File: src/rtl/mux_rr4.sv
// Purpose: 4-to-1 round-robin merge of valid/ready channels into one registered, source-tagged output.
// Latency: one cycle from input handshake to the word appearing on out_*.
// Backpressure: in_ready drops to zero while the output register is full and the sink stalls.
module mux_rr4 #(
  parameter int WIDTH = 8
) (
  input  logic               clk,
  input  logic               rst,
  input  logic [4*WIDTH-1:0] in_data,
  input  logic [3:0]         in_valid,
  output logic [3:0]         in_ready,
  output logic [WIDTH-1:0]   out_data,
  output logic [1:0]         out_sel,
  output logic               out_valid,
  input  logic               out_ready
);

  // Output holding register: one word plus its source tag.
  typedef struct packed {
    logic             vld;
    logic [1:0]       sel;
    logic [WIDTH-1:0] dat;
  } out_reg_t;

  out_reg_t         oreg;
  logic [1:0]       ptr;       // most recently granted channel; search starts one past it
  logic             load_en;   // register is empty or drains this cycle
  logic             any_vld;
  logic [1:0]       win;       // combinational round-robin winner
  logic [1:0]       cand;
  logic             found;
  logic             xfer;
  logic [WIDTH-1:0] win_dat;

  assign load_en = !oreg.vld || out_ready;
  assign any_vld = |in_valid;

  // Round-robin search: ptr+1, ptr+2, ptr+3, then ptr itself; first valid channel wins.
  always_comb begin
    win   = ptr;
    cand  = ptr;
    found = 1'b0;
    for (int k = 1; k <= 4; k++) begin
      cand = ptr + 2'(k);
      if (!found && in_valid[cand]) begin
        win   = cand;
        found = 1'b1;
      end
    end
  end

  // Grant is one-hot on the winner only when a word can actually be taken; held off during reset.
  always_comb begin
    in_ready = 4'b0000;
    if (!rst && load_en && any_vld) begin
      in_ready[win] = 1'b1;
    end
  end

  // in_ready is only ever set on a valid channel, so any grant is a transfer.
  assign xfer    = |(in_valid & in_ready);
  assign win_dat = in_data[win*WIDTH +: WIDTH];

  // Output register and priority pointer; pointer moves only on a transfer.
  always_ff @(posedge clk) begin
    if (rst) begin
      oreg <= '0;
      ptr  <= 2'd3;
    end else if (xfer) begin
      oreg.vld <= 1'b1;
      oreg.sel <= win;
      oreg.dat <= win_dat;
      ptr      <= win;
    end else if (oreg.vld && out_ready) begin
      // Drain without refill: data and tag keep their last values.
      oreg.vld <= 1'b0;
    end
  end

  assign out_valid = oreg.vld;
  assign out_sel   = oreg.sel;
  assign out_data  = oreg.dat;

endmodule
File: config.mk
export PLATFORM = sky130hd
export DESIGN_NAME = mux_rr4
export DESIGN_NICKNAME = d
export VERILOG_FILES = /design/src/rtl/mux_rr4.sv
export SDC_FILE = /design/constraint.sdc
export NUM_CORES = 1
export LEC_CHECK = 0
export CORE_MARGIN = 1
export CORE_UTILIZATION = 38
export CTS_BUF_LIST = sky130_fd_sc_hd__clkbuf_8
export DETAILED_ROUTE_END_ITERATION = 8
export PLACE_DENSITY = 0.87
export REMOVE_ABC_BUFFERS = 1
export SLEW_MARGIN = 30
export SYNTH_ARGS = -nofsm -noshare
export SYNTH_HDL_FRONTEND = slang
export SYNTH_SLANG_ARGS = --single-unit
File: constraint.sdc
create_clock -name clk -period 3 [get_ports clk]
set_clock_uncertainty 0.2 [all_clocks]
set_input_delay 0.75 -clock clk [delete_from_list [all_inputs] [get_ports clk]]
set_output_delay 0.75 -clock clk [all_outputs]
set_load 0.01 [all_outputs]
### Word level (Yosys, flattened, before mapping)

Index checks and enable logic that the tools add are counted.

| word-level totals | value |
|---|---|
| register bits | 13 |
| logic and storage cells | 51 |
| input port bits | 39 |
| output and inout bits | 15 |

| operators by class | value |
|---|---|
| reduce and logical (&&, ||, !) cells | 16 |
| multiplexer cells | 20 |
| $add $sub $neg | 3 |
| bitwise gates (word level) | 1 |
| $lt $le $gt $ge | 6 |
| shift-type cells | 1 |

Operators by type and width:

| operator | number |
|---|---|
| indexed part select 32 x 6 -> 8 bit | 1 |
| < comparator 2 x 3 -> 1 bit (second input constant) | 5 |
| 2-to-1 mux 1 bit | 10 |
| binary-select mux 1 bit (select 2 bit) | 4 |
| 2-to-1 mux 2 bit | 4 |
| OR reduction 4 bit | 2 |
| logical AND 1 bit | 7 |
| zero test 1 bit | 5 |
| adder 2 bit (second input constant) | 2 |
| AND 4 bit | 1 |
| 2-to-1 mux 4 bit | 1 |
| adder 2 x 1 -> 2 bit (second input constant) | 1 |
| demux 1 bit (select 2 bit) | 1 |
| >= comparator 2 x 1 -> 1 bit (second input constant) | 1 |
| nonzero test 2 bit | 1 |
| logical OR 1 bit | 1 |

### Depth between registers and ports, before layout

Gate-level depths: netlist of run 1.

| depth | value |
|---|---|
| depth in word-level cells | 21 |
| gate-level depth with buffers | 8 |
| depth with buffers taken out | 5 |

### Worst setup path after synthesis of run 1

No wires, ideal clock.

| timing path | value |
|---|---|
| path type | input to output |
| from | in in_valid[1] |
| to | out in_ready[2] |
| arrival time | 1.925 ns |
| required time | 2.050 ns |
| path slack | 0.125 ns |
| stages on the path | 5 |
| buffers on the path | 1 |
| cell sequence | nor4_1 -> or3_4 -> or4_4 -> buf_6 -> nor2_1 |

| between the ends | value |
|---|---|
| word-level cells in the longest chain between the ends | 17 |
| elaborated cells on any way between the ends | 29 |
| those cells by class | 2 x order compare; 18 x mux; 9 x reduce/logical |

RTL lines:

| what | RTL line | text |
|---|---|---|
| start: declaration | 10 | `input logic [3:0] in_valid,` |
| binary-select mux 1 bit (select 2 bit) | 45 | `if (!found && in_valid[cand]) begin` |
| 2-to-1 mux 1 bit (not written as such) | 45 |  |
| 2-to-1 mux 1 bit | 45 |  |
| zero test 1 bit | 45 |  |
| logical AND 1 bit | 45 |  |
| 2-to-1 mux 1 bit | 45 |  |
| zero test 1 bit | 45 |  |
| logical AND 1 bit | 45 |  |
| 2-to-1 mux 1 bit | 45 |  |
| zero test 1 bit | 45 |  |
| logical AND 1 bit | 45 |  |
| 2-to-1 mux 2 bit | 45 |  |
| < comparator 2 x 3 -> 1 bit (not written as such) / >= comparator 2 x 1 -> 1 bit (equally long branches) | 56 | `in_ready[win] = 1'b1;` |
| logical AND 1 bit (not written as such) | 56 |  |
| 2-to-1 mux 1 bit (not written as such) | 56 |  |
| demux 1 bit (select 2 bit) | 56 |  |
| 2-to-1 mux 4 bit * | 55 | `if (!rst && load_en && any_vld) begin` |
| end: declaration | 11 | `output logic [3:0] in_ready,` |

Every way passes the cells marked *; elsewhere a longest branch is shown, timed or not. The select of a mux whose other input is x is not followed.

### Worst setup path in the final report of run 1

| timing path | value |
|---|---|
| from | in in_valid[1] |
| to | out in_ready[3] |

Same word-level chain as after synthesis.

==> key figures, run 1 <==
Critical path
  • Worst-path fanout max: 4
  • RR Endpoint: out_data[2]
  • Worst r2r src: out_valid
  • Register-to-Register Path Depth: 10
  • CP Class: in2out
  • Crit path cell chain: buf_6 > o21ai_1 > a21boi_2 > or4_4 > nor2_2 > buf_2
  • WP buf/inv: 2
  • Reg2reg setup slack: 810 ps
  • Crit path from: in_valid[1]
  • CP top delay family: simple AND/OR/NAND/NOR gates
  • Slowest-stage cell, CP: or4_4
  • WP depth: 6
  • Startpoint Class: input port
  • Crit path capture type: output port
  • Critical Path RT: approximately 2100 ps
  • WP data arrival: 2000 ps
  • Crit path to: in_ready[3]
  • Max incr delay on CP: around 600 ps

Clocking
  • H-tree depth: 1
  • CTS sink cnt: 13
  • Root buffer cell: clkbuf_8
  • Reg clk slew, reported paths: 60 ps
  • CTS tree: yes
  • CTS max path bufs: 2
  • Clk_lat worst skew: roughly 250 ps
  • Inserted Clock Buffers: 3

GRT
  • All-Layer GR Usage: 29.7%
  • Antenna violations before repair: 0
  • Total grt overflow: 0
  • First-pass GRT wire length: around 5600 um
  • Largest net degree at the start of global routing: 15
  • Vias in the first global route: roughly 1300

STA
  • Worst rel slew slack: between 80 and 90%
  • Crit share post-route: 98.4%
  • Fin. Hold Viols: 0
  • # setup viols final: 0
  • Hold WS: between 200 and 300 ps
  • Slew Limit Fails: 0
  • Fmax: ~0.34 GHz
  • Final setup margin: ~48 ps
  • Min cycle time layout: between 2000 and 3000 ps
  • Worst-margin pin slew: between 200 and 300 ps

Detailed routing
  • Router iterations before antenna repair: 4
  • Routed wire per std cell: approximately 16 um
  • Final WL: about 3400 um
  • Vias after detailed routing: around 1200
  • Residual DRC count: 0
  • Via density: 5.55
  • Antenna Violating Nets Remaining: 0
  • Initial DRC count: 41

Layout
  • Final Util: around three quarters
  • Area Overhead vs Synth: 91.5%
  • Share of cells above drive strength 1: between 30% and 40%
  • Filler cells: 148
  • Number of antenna repair diodes: 0
  • Nets: around 230

Synth
  • Cells after Synth: approximately 110
  • Top cells by instance count after synthesis: a211oi_1, dfxtp_1, nand2_1, o21bai_1
  • Synth top area cells: dfxtp_1, a211oi_1, o21bai_1, a21oi_2, a31oi_1
  • Seq/Total Area, Yosys: 29.6%
  • Post-synthesis compound-gate area fraction: 39.8%
  • Mux share of post-synthesis cell area: 0%
  • Post-synth EDFFs: 0
  • Xor/xnor share of the synthesized area: 0%
  • Syn. warnings: 0
  • Post-synthesis async set-or-reset flop share: 0%
  • Post-Syn Area: roughly 880 um2
  • Synth Area in Adders: 0%
  • Cell with the most instances after synthesis: a211oi_1
  • Main combinational cell family by area after synthesis: compound AO/OA/AOI/OAI gates
  • Average cell area after synthesis: roughly 7.8 um2
  • Yosys reg bits: 13
  • Main flop type after synthesis: dfxtp_1
  • Largest area contributor in the netlist: dfxtp_1
  • Top cell type's share of synthesized area: 29.6%
  • Cell variety after synth: 27
  • Post-Synth Simple-Gate Area: between 20% and 30%

Die
  • # rows: 17
  • Die X: roughly 50 um
  • Core area: approximately 2200 um2
  • Die Height: 50.1 um
  • IO Count: between 50 and 60
  • Die area: 2510 um2
  • Starting density of the core: between 40% and 50%

Hold path
  • Worst hold path type: reg2reg
  • Hold depth: 2

Placement
  • HPWL after detailed placement: about 2500 um
  • IO Port Bufs: 53
  • Setup Slack @ Placement: -842 ps
  • Routability Congestion: just over 0.9

Job
  • Max-cap violations: 0

Pwr
  • Pwr dens: around 370 nW/um2
  • Leakage: ~0.72 nW
  • Peak VDD IR: approximately 0.29 mV

Outcome
  • Status: finished clean
-- state kept, by name, summed over array words and instances (netlist names) --
register	count
out_valid	1
out_sel	2
ptr	2
out_data	8
-- worst min-delay path, stage by stage, from the launching register on --
cell,delay [ps]
dfxtp_1,320
nand2_1,60
a21oi_1,60
-- cells in the final DEF (no fill, tap or decap), types with 2 or more instances in the layout --
| cell | n |
|---|---|
| clkdlybuf4s50_1 | 43 |
| buf_4 | 30 |
| a211oi_1 | 16 |
| dfxtp_1 | 13 |
| nand2_1 | 12 |
| o21bai_1 | 9 |
| inv_1 | 9 |
| a31oi_1 | 8 |
| nor2_1 | 6 |
| a21oi_2 | 6 |
| buf_6 | 6 |
| a21oi_1 | 4 |
| nand2b_1 | 3 |
| clkbuf_8 | 3 |
| buf_2 | 3 |
| a21o_1 | 2 |
| nor3_1 | 2 |
-- power by group --
group	switching, mW	internal (mW)
clock network	0.0711	0.0908
logic	0.113	0.147
registers	0.0116	0.190
total	0.195	0.427
-- worst min path at each step --
stage	startpoint	end
3_3_place_gp	out_sel[1]	out_sel[1]
6_report	out_sel[1]	out_sel[1]
5_1_grt	out_sel[1]	out_sel[1]
3_5_place_dp	out_sel[1]	out_sel[1]
4_1_cts	out_sel[1]	out_sel[1]
2_1_floorplan	out_sel[1]	out_sel[1]
-- layout make-up --
cell class / instances / area, um2 / share of cell area [%]
multi-input combinational: 83 / 571 / 33.9
sequential: 13 / 260 / 15.5
timing repair buffer: 83 / 743 / 44.1
tap: 28 / 35.0 / 2.08
clock inverter: 1 / 3.75 / 0.223
inverter: 8 / 30.0 / 1.78
clock buffer: 3 / 41.3 / 2.45
-- what timing repair did --
item,in CTS,in global routing
endpoints found under the setup margin,4,3
gates resized for setup,53,4
hold buffers,0,0
hold endpoints to repair,0,0
pin swaps,4,4
buffers inserted,4,0
-- stage by stage --
stage / cell area [um2] / instances / TNS [ps] / power, mW
after floorplan: 820 / 104 / 0 / 0.292
after global placement: 1580 / 211 / -2670 / 0.436
after detailed placement: 1580 / 211 / -2940 / 0.444
after CTS: 1690 / 219 / 0 / 0.619
after global routing: 1680 / 219 / -29.9 / 0.653
final: 1680 / 219 / 0 / 0.622
-- metal layers --
metal | global-route usage [%] | part of all wire [%] | vias up
li1 | - | - | 563
met1 | 33.5 | 37 | 549
met2 | 52.4 | 52 | 92
met3 | 3.70 | 8.1 | 12
met4 | 17.1 | 3.1 | 0
met5 | 0 | 0 | -
-- logic make-up (layout without fill, tap and decap cells) --
group | after synthesis | after routing
AO/OA/AOI/OAI | 48 | 48
AND/OR/NAND/NOR | 35 | 35
buffers and inverters | 17 | 95
flip-flops | 13 | 13
(Power assumes the default switching activity.)
==> inputs of run 2 (changes only) <==
--- a/config.mk
+++ b/config.mk
@@ -5,11 +5,14 @@
 export SDC_FILE = /design/constraint.sdc
 export NUM_CORES = 1
 export LEC_CHECK = 0
+export CELL_PAD_IN_SITES_DETAIL_PLACEMENT = 0
+export CELL_PAD_IN_SITES_GLOBAL_PLACEMENT = 1
 export CORE_MARGIN = 1
-export CORE_UTILIZATION = 38
+export CORE_UTILIZATION = 25
 export CTS_BUF_LIST = sky130_fd_sc_hd__clkbuf_8
 export DETAILED_ROUTE_END_ITERATION = 8
-export PLACE_DENSITY = 0.87
+export GPL_TIMING_DRIVEN = 0
+export PLACE_DENSITY = 0.85
 export REMOVE_ABC_BUFFERS = 1
 export SLEW_MARGIN = 30
 export SYNTH_ARGS = -nofsm -noshare
==> run 2 against run 1 <==
  * Register-to-register slack better by 170 ps
  * Die area rose by 50%
  * Non-clock buffer count down 18
  * Worst setup slack gained 16 ps
  * Critical path type unchanged
  * Critical endpoint is now in_ready[2]
==> key figures, run 2 (same netlist as run 1, synthesis figures left out) <==
Outcome
  • Status: finished clean

Critical path
  • Worst-path fanout max: 5
  • Max incr delay on CP: between 400 and 500 ps
  • CP Class: in2out
  • Slowest-stage cell, CP: or4_4
  • Startpoint Class: input port
  • Crit path cell chain: buf_6 > nor4_4 > or3_4 > or4_4 > nor2_2 > buf_2
  • Crit path capture type: output port
  • Critical Path RT: around 2100 ps
  • WP data arrival: about 2000 ps

Die
  • Die X: around 61 um
  • IO Count: between 50 and 60
  • Die Height: ~61 um
  • Core area: approximately 3400 um2
  • # rows: 21
  • Die area: around 3800 um2
  • Starting density of the core: a little over a quarter

Placement
  • Post-Place Cells: between 200 and 250
  • Placed instance area: ~1400 um2
  • HPWL after detailed placement: around 2000 um
  • IO Port Bufs: 53
  • Routability Congestion: approximately 0.77

Pwr
  • Clk pwr share: between 20% and 30%
  • Peak VDD IR: roughly 0.17 mV
  • Pwr dens: 371 nW/um2
  • Leakage: between 0.6 and 0.7 nW
  • Sequential Power Share: about a third
  • Net switching power: ~190 uW
  • Sw Share: a little under a third
  • Internal Power: approximately 420 uW
  • Combinational power share: 40.0%

Layout
  • Commonest cells after routing, fill and taps aside: clkdlybuf4s50_1, a211oi_1, dfxtp_1
  • Area Overhead vs Synth: 85.5%
  • Final std cells w/o fill: between 200 and 250
  • Final design area excluding fillers: between 1500 and 2000 um2
  • Filler cells: around 360
  • Number of antenna repair diodes: 0
  • Number of flip-flops in the largest register: 8
  • Share of cells above drive strength 1: between 20 and 25%
  • Nets: 213
  • Commonest non-fill, non-tap cell in the layout: clkdlybuf4s50_1

GRT
  • Vias in the first global route: 1107
  • Total grt overflow: 0
  • Largest net degree at the start of global routing: 16
  • All-Layer GR Usage: a little under a fifth
  • Antenna violations before repair: 0
  • First-pass GRT wire length: 4910 um

STA
  • Worst rel slew slack: ~79%
  • Unrepaired setup endpoints after global routing: no
  • # setup viols final: 0
  • Slew Limit Fails: 0
  • Worst-margin pin slew: 316 ps
  • Min cycle time layout: around 3000 ps
  • Crit share post-route: just under 100%
  • Fin. Hold Viols: 0
  • Fmax: 0.341 GHz

Job
  • Max-cap violations: 0

Clocking
  • Clk_lat worst skew: 250 ps
  • CTS max path bufs: 2
  • Reg clk slew, reported paths: 60 ps
  • Root buffer cell: clkbuf_8
  • H-tree depth: 1
  • CTS tree: yes
  • CTS sink cnt: 13
  • Inserted Clock Buffers: 3

Detailed routing
  • Via density: 5.05
  • Routed wire per std cell: ~14 um
  • Final WL: 3160 um
  • Router iterations before antenna repair: 5
  • Antenna Violating Nets Remaining: 0
  • Residual DRC count: 0
  • Initial DRC count: 39
  • Vias after detailed routing: roughly 1100

Hold path
  • Worst hold path type: reg2reg
==> run 2: cell types whose count changed in the layout (fill, tap and decap cells not counted), sizes merged <==
cell	change
buf	-19
clkbuf	-1
clkdlybuf4s50	+1
dlygate4sd2	+1
==> run 2: final timing paths <==
path / slack, ps / endpoint / cells past startpoint / start
worst max-delay path: 60 / in_ready[2] / 6 / in_valid[1]
worst min register to register: 270 / out_sel[1] / 2 / out_sel[1]
worst max register to register: 980 / out_data[6] / 6 / ptr[1]
worst min-delay path: 270 / out_sel[1] / 2 / out_sel[1]
==> run 2: power by group through the flow <==
stage / Clock, mW / Sequential (mW) / Combinational [mW]
after floorplan: 0 / 0.210 / 0.0828
after detailed placement: 0 / 0.205 / 0.203
after CTS: 0.158 / 0.201 / 0.240
after global placement: 0 / 0.203 / 0.199
final: 0.162 / 0.201 / 0.242
after global routing: 0.177 / 0.203 / 0.262
==> run 2: per-layer routing <==
metal  global-route usage (%)  vias to the layer above  share of wire, %
met5                        0                        -                 0
met3                     3.99                        6               4.9
met1                     22.2                      525                44
met2                     31.1                       41                49
met4                     6.82                        0               1.6
li1                         -                      533                 -
==> run 2: metrics by stage <==
step	utilization [%]	TNS [ps]	power (mW)	hold slack [ps]	setup WS, ps
3_5_place_dp	42.0	-7820	0.408	261	-1330
6_report	48.5	0	0.606	269	63.5
3_3_place_gp	41.9	-13270	0.402	251	-1850
5_1_grt	48.5	0	0.643	307	15.3
4_1_cts	48.3	0	0.599	271	1.67
2_1_floorplan	-	0	0.292	274	31.4
==> run 2: critical path: cells and delay by family <==
family	cells	cell delay, ps
buffers and inverters	2	220
and+or+nand+nor	4	1000
==> run 2: timing repair <==
action | 4_1_cts | 5_1_grt
endpoints found under the setup margin | 12 | 3
buffers inserted | 12 | 0
hold buffers | 0 | 0
resized for setup | 63 | 3
pin swaps | 9 | 1
==> run 2: area by class of cell <==
cell class	count	area (um2)	share of cell area, %
Clock inverter	1	3.75	0.230
Timing Repair Buffer	65	621	38.0
Inverter	8	30.0	1.84
Tap cell	46	57.6	3.53
Clock buffer	3	41.3	2.53
Sequential cell	13	260	16.0
Multi-Input combinational cell	83	618	37.9
==> inputs of run 3 (changes only) <==
--- a/config.mk
+++ b/config.mk
@@ -18,3 +18,4 @@
 export SYNTH_ARGS = -nofsm -noshare
 export SYNTH_HDL_FRONTEND = slang
 export SYNTH_SLANG_ARGS = --single-unit
+export TNS_END_PERCENT = 20
==> run 3 against run 2 <==
  * Clock power about the same
  * Final cell count unchanged
  * Critical path type unchanged
  * Via count down 0.63%
==> key figures, run 3 (same netlist as run 1, synthesis figures left out) <==
STA
  • Slew Limit Fails: 0
  • Hold WS: about 270 ps
  • Unrepaired setup endpoints after global routing: no
  • Final setup margin: between 40 and 50 ps
  • Fin. Hold Viols: 0
  • Crit share post-route: 98.5%
  • Worst-margin pin slew: 422 ps
  • Worst rel slew slack: between 70 and 80%
  • Setup TNS: 0 ps
  • Min cycle time layout: ~3000 ps
  • # setup viols final: 0
  • Fmax: 0.338 GHz

Detailed routing
  • Antenna Violating Nets Remaining: 0
  • Router iterations before antenna repair: 4
  • Vias after detailed routing: ~1100
  • Via density: 5.01
  • Final WL: 3100 um
  • Residual DRC count: 0
  • Initial DRC count: 27
  • Routed wire per std cell: 14.2 um

Clocking
  • Hold_buf cts: 0
  • CTS max path bufs: 2
  • Root buffer cell: clkbuf_8
  • Reg clk slew, reported paths: around 60 ps
  • CTS sink cnt: 13
  • CTS tree: yes
  • Inserted Clock Buffers: 3
  • H-tree depth: 1
  • Clk_lat worst skew: roughly 250 ps

GRT
  • Largest net degree at the start of global routing: 16
  • Total grt overflow: 0
  • First-pass GRT wire length: slightly below 5000 um
  • Vias in the first global route: about 1100
  • All-Layer GR Usage: around 18%
  • Antenna violations before repair: 0

Die
  • IO Count: between 50 and 60
  • Die X: just over 60 um
  • Die Height: between 60 and 70 um
  • # rows: 21
  • Core area: about 3400 um2
  • Starting density of the core: 26.2%
  • Die area: ~3800 um2

Critical path
  • Worst-path fanout max: 15
  • CP top delay family: simple AND/OR/NAND/NOR gates
  • Slowest-stage cell, CP: or4_4
  • Max incr delay on CP: around 470 ps
  • Critical Path RT: 2050 ps
  • WP data arrival: around 2000 ps
  • Crit path cell chain: clkbuf_4 > or3_4 > or4_4 > nor2_2 > buf_2
  • RR Endpoint: out_data[6]
  • Reg2reg setup slack: ~990 ps
  • WP buf/inv: 2
  • Crit path capture type: output port
  • CP Class: in2out
  • Worst r2r src: ptr[1]
  • Startpoint Class: input port
  • Register-to-Register Path Depth: 6

Placement
  • IO Port Bufs: between 50 and 60
  • Routability Congestion: 0.770
  • Placed instance area: roughly 1400 um2
  • Setup Slack @ Placement: -1330 ps
  • HPWL after detailed placement: 2050 um
  • Post-Place Cells: ~200

Pwr
  • Leakage: ~0.64 nW
  • Peak VDD IR: roughly 0.17 mV
  • Total power: 599 uW
  • Pwr dens: about 380 nW/um2

Layout
  • Commonest cells after routing, fill and taps aside: clkdlybuf4s50_1, a211oi_1, buf_4
  • Final std cells w/o fill: around 220
  • Nets: between 200 and 250
  • Share of cells above drive strength 1: 24.3%
  • Area Overhead vs Synth: 81.4%
  • Commonest non-fill, non-tap cell in the layout: clkdlybuf4s50_1
  • Number of flip-flops in the largest register: 8
  • Final Util: ~47%
  • Final design area excluding fillers: ~1600 um2
  • Number of antenna repair diodes: 0

Hold path
  • Hold_sp: out_sel[1]
  • WHS Endpoint: out_sel[1]
  • Hold depth: 2
  • Worst hold path type: reg2reg

Outcome
  • Status: finished clean

Job
  • Max-cap violations: 0
## run 3: worst reg2reg max path, stage by stage, from the launching register on
cell and delay, ps:
dfxtp_1 420, nand2_1 110, and3b_1 230, or4_4 540, buf_4 200, a21oi_1 120, a211oi_1 80
## run 3: where the power goes
group	internal, mW	switching, mW
registers	0.190	0.0112
logic	0.130	0.106
clock network	0.0907	0.0713
## run 3: how the worst max path moves through the flow
stage	cells past startpoint	start	slack (ps)	to
global route	5	rst	3	in_ready[2]
floorplan	4	in_valid[1]	30	in_ready[0]
detailed placement	5	rst	-1330	in_ready[1]
finish	5	rst	40	in_ready[2]
global placement	5	rst	-1850	in_ready[1]
CTS	5	rst	-200	in_ready[2]
## run 3: layout make-up
type                       instances  area [um2]
fill                             366        1770
multi-input combinational         83         612
timing repair buffer              65         591
inverter                           8        30.0
clock buffer                       3        41.3
sequential                        13         260
tap                               46        57.6
clock inverter                     1        3.75
## run 3: routing by layer
metal | routed length [um] | vias up | global-route usage (%)
li1 | - | 532 | -
met1 | 1370 | 518 | 22.3
met2 | 1490 | 42 | 31.1
met3 | 190 | 6 | 3.99
met4 | 51 | 0 | 6.82
met5 | 0 | - | 0
## run 3: repair_timing
| item | in CTS | in global routing |
|---|---|---|
| endpoints found under the setup margin | 12 | 3 |
| pin swaps | 8 | 3 |
| cloned | 0 | 0 |
| setup buffers | 12 | 0 |
| endpoints found under the hold margin | 0 | 0 |
| resized for setup | 42 | 18 |
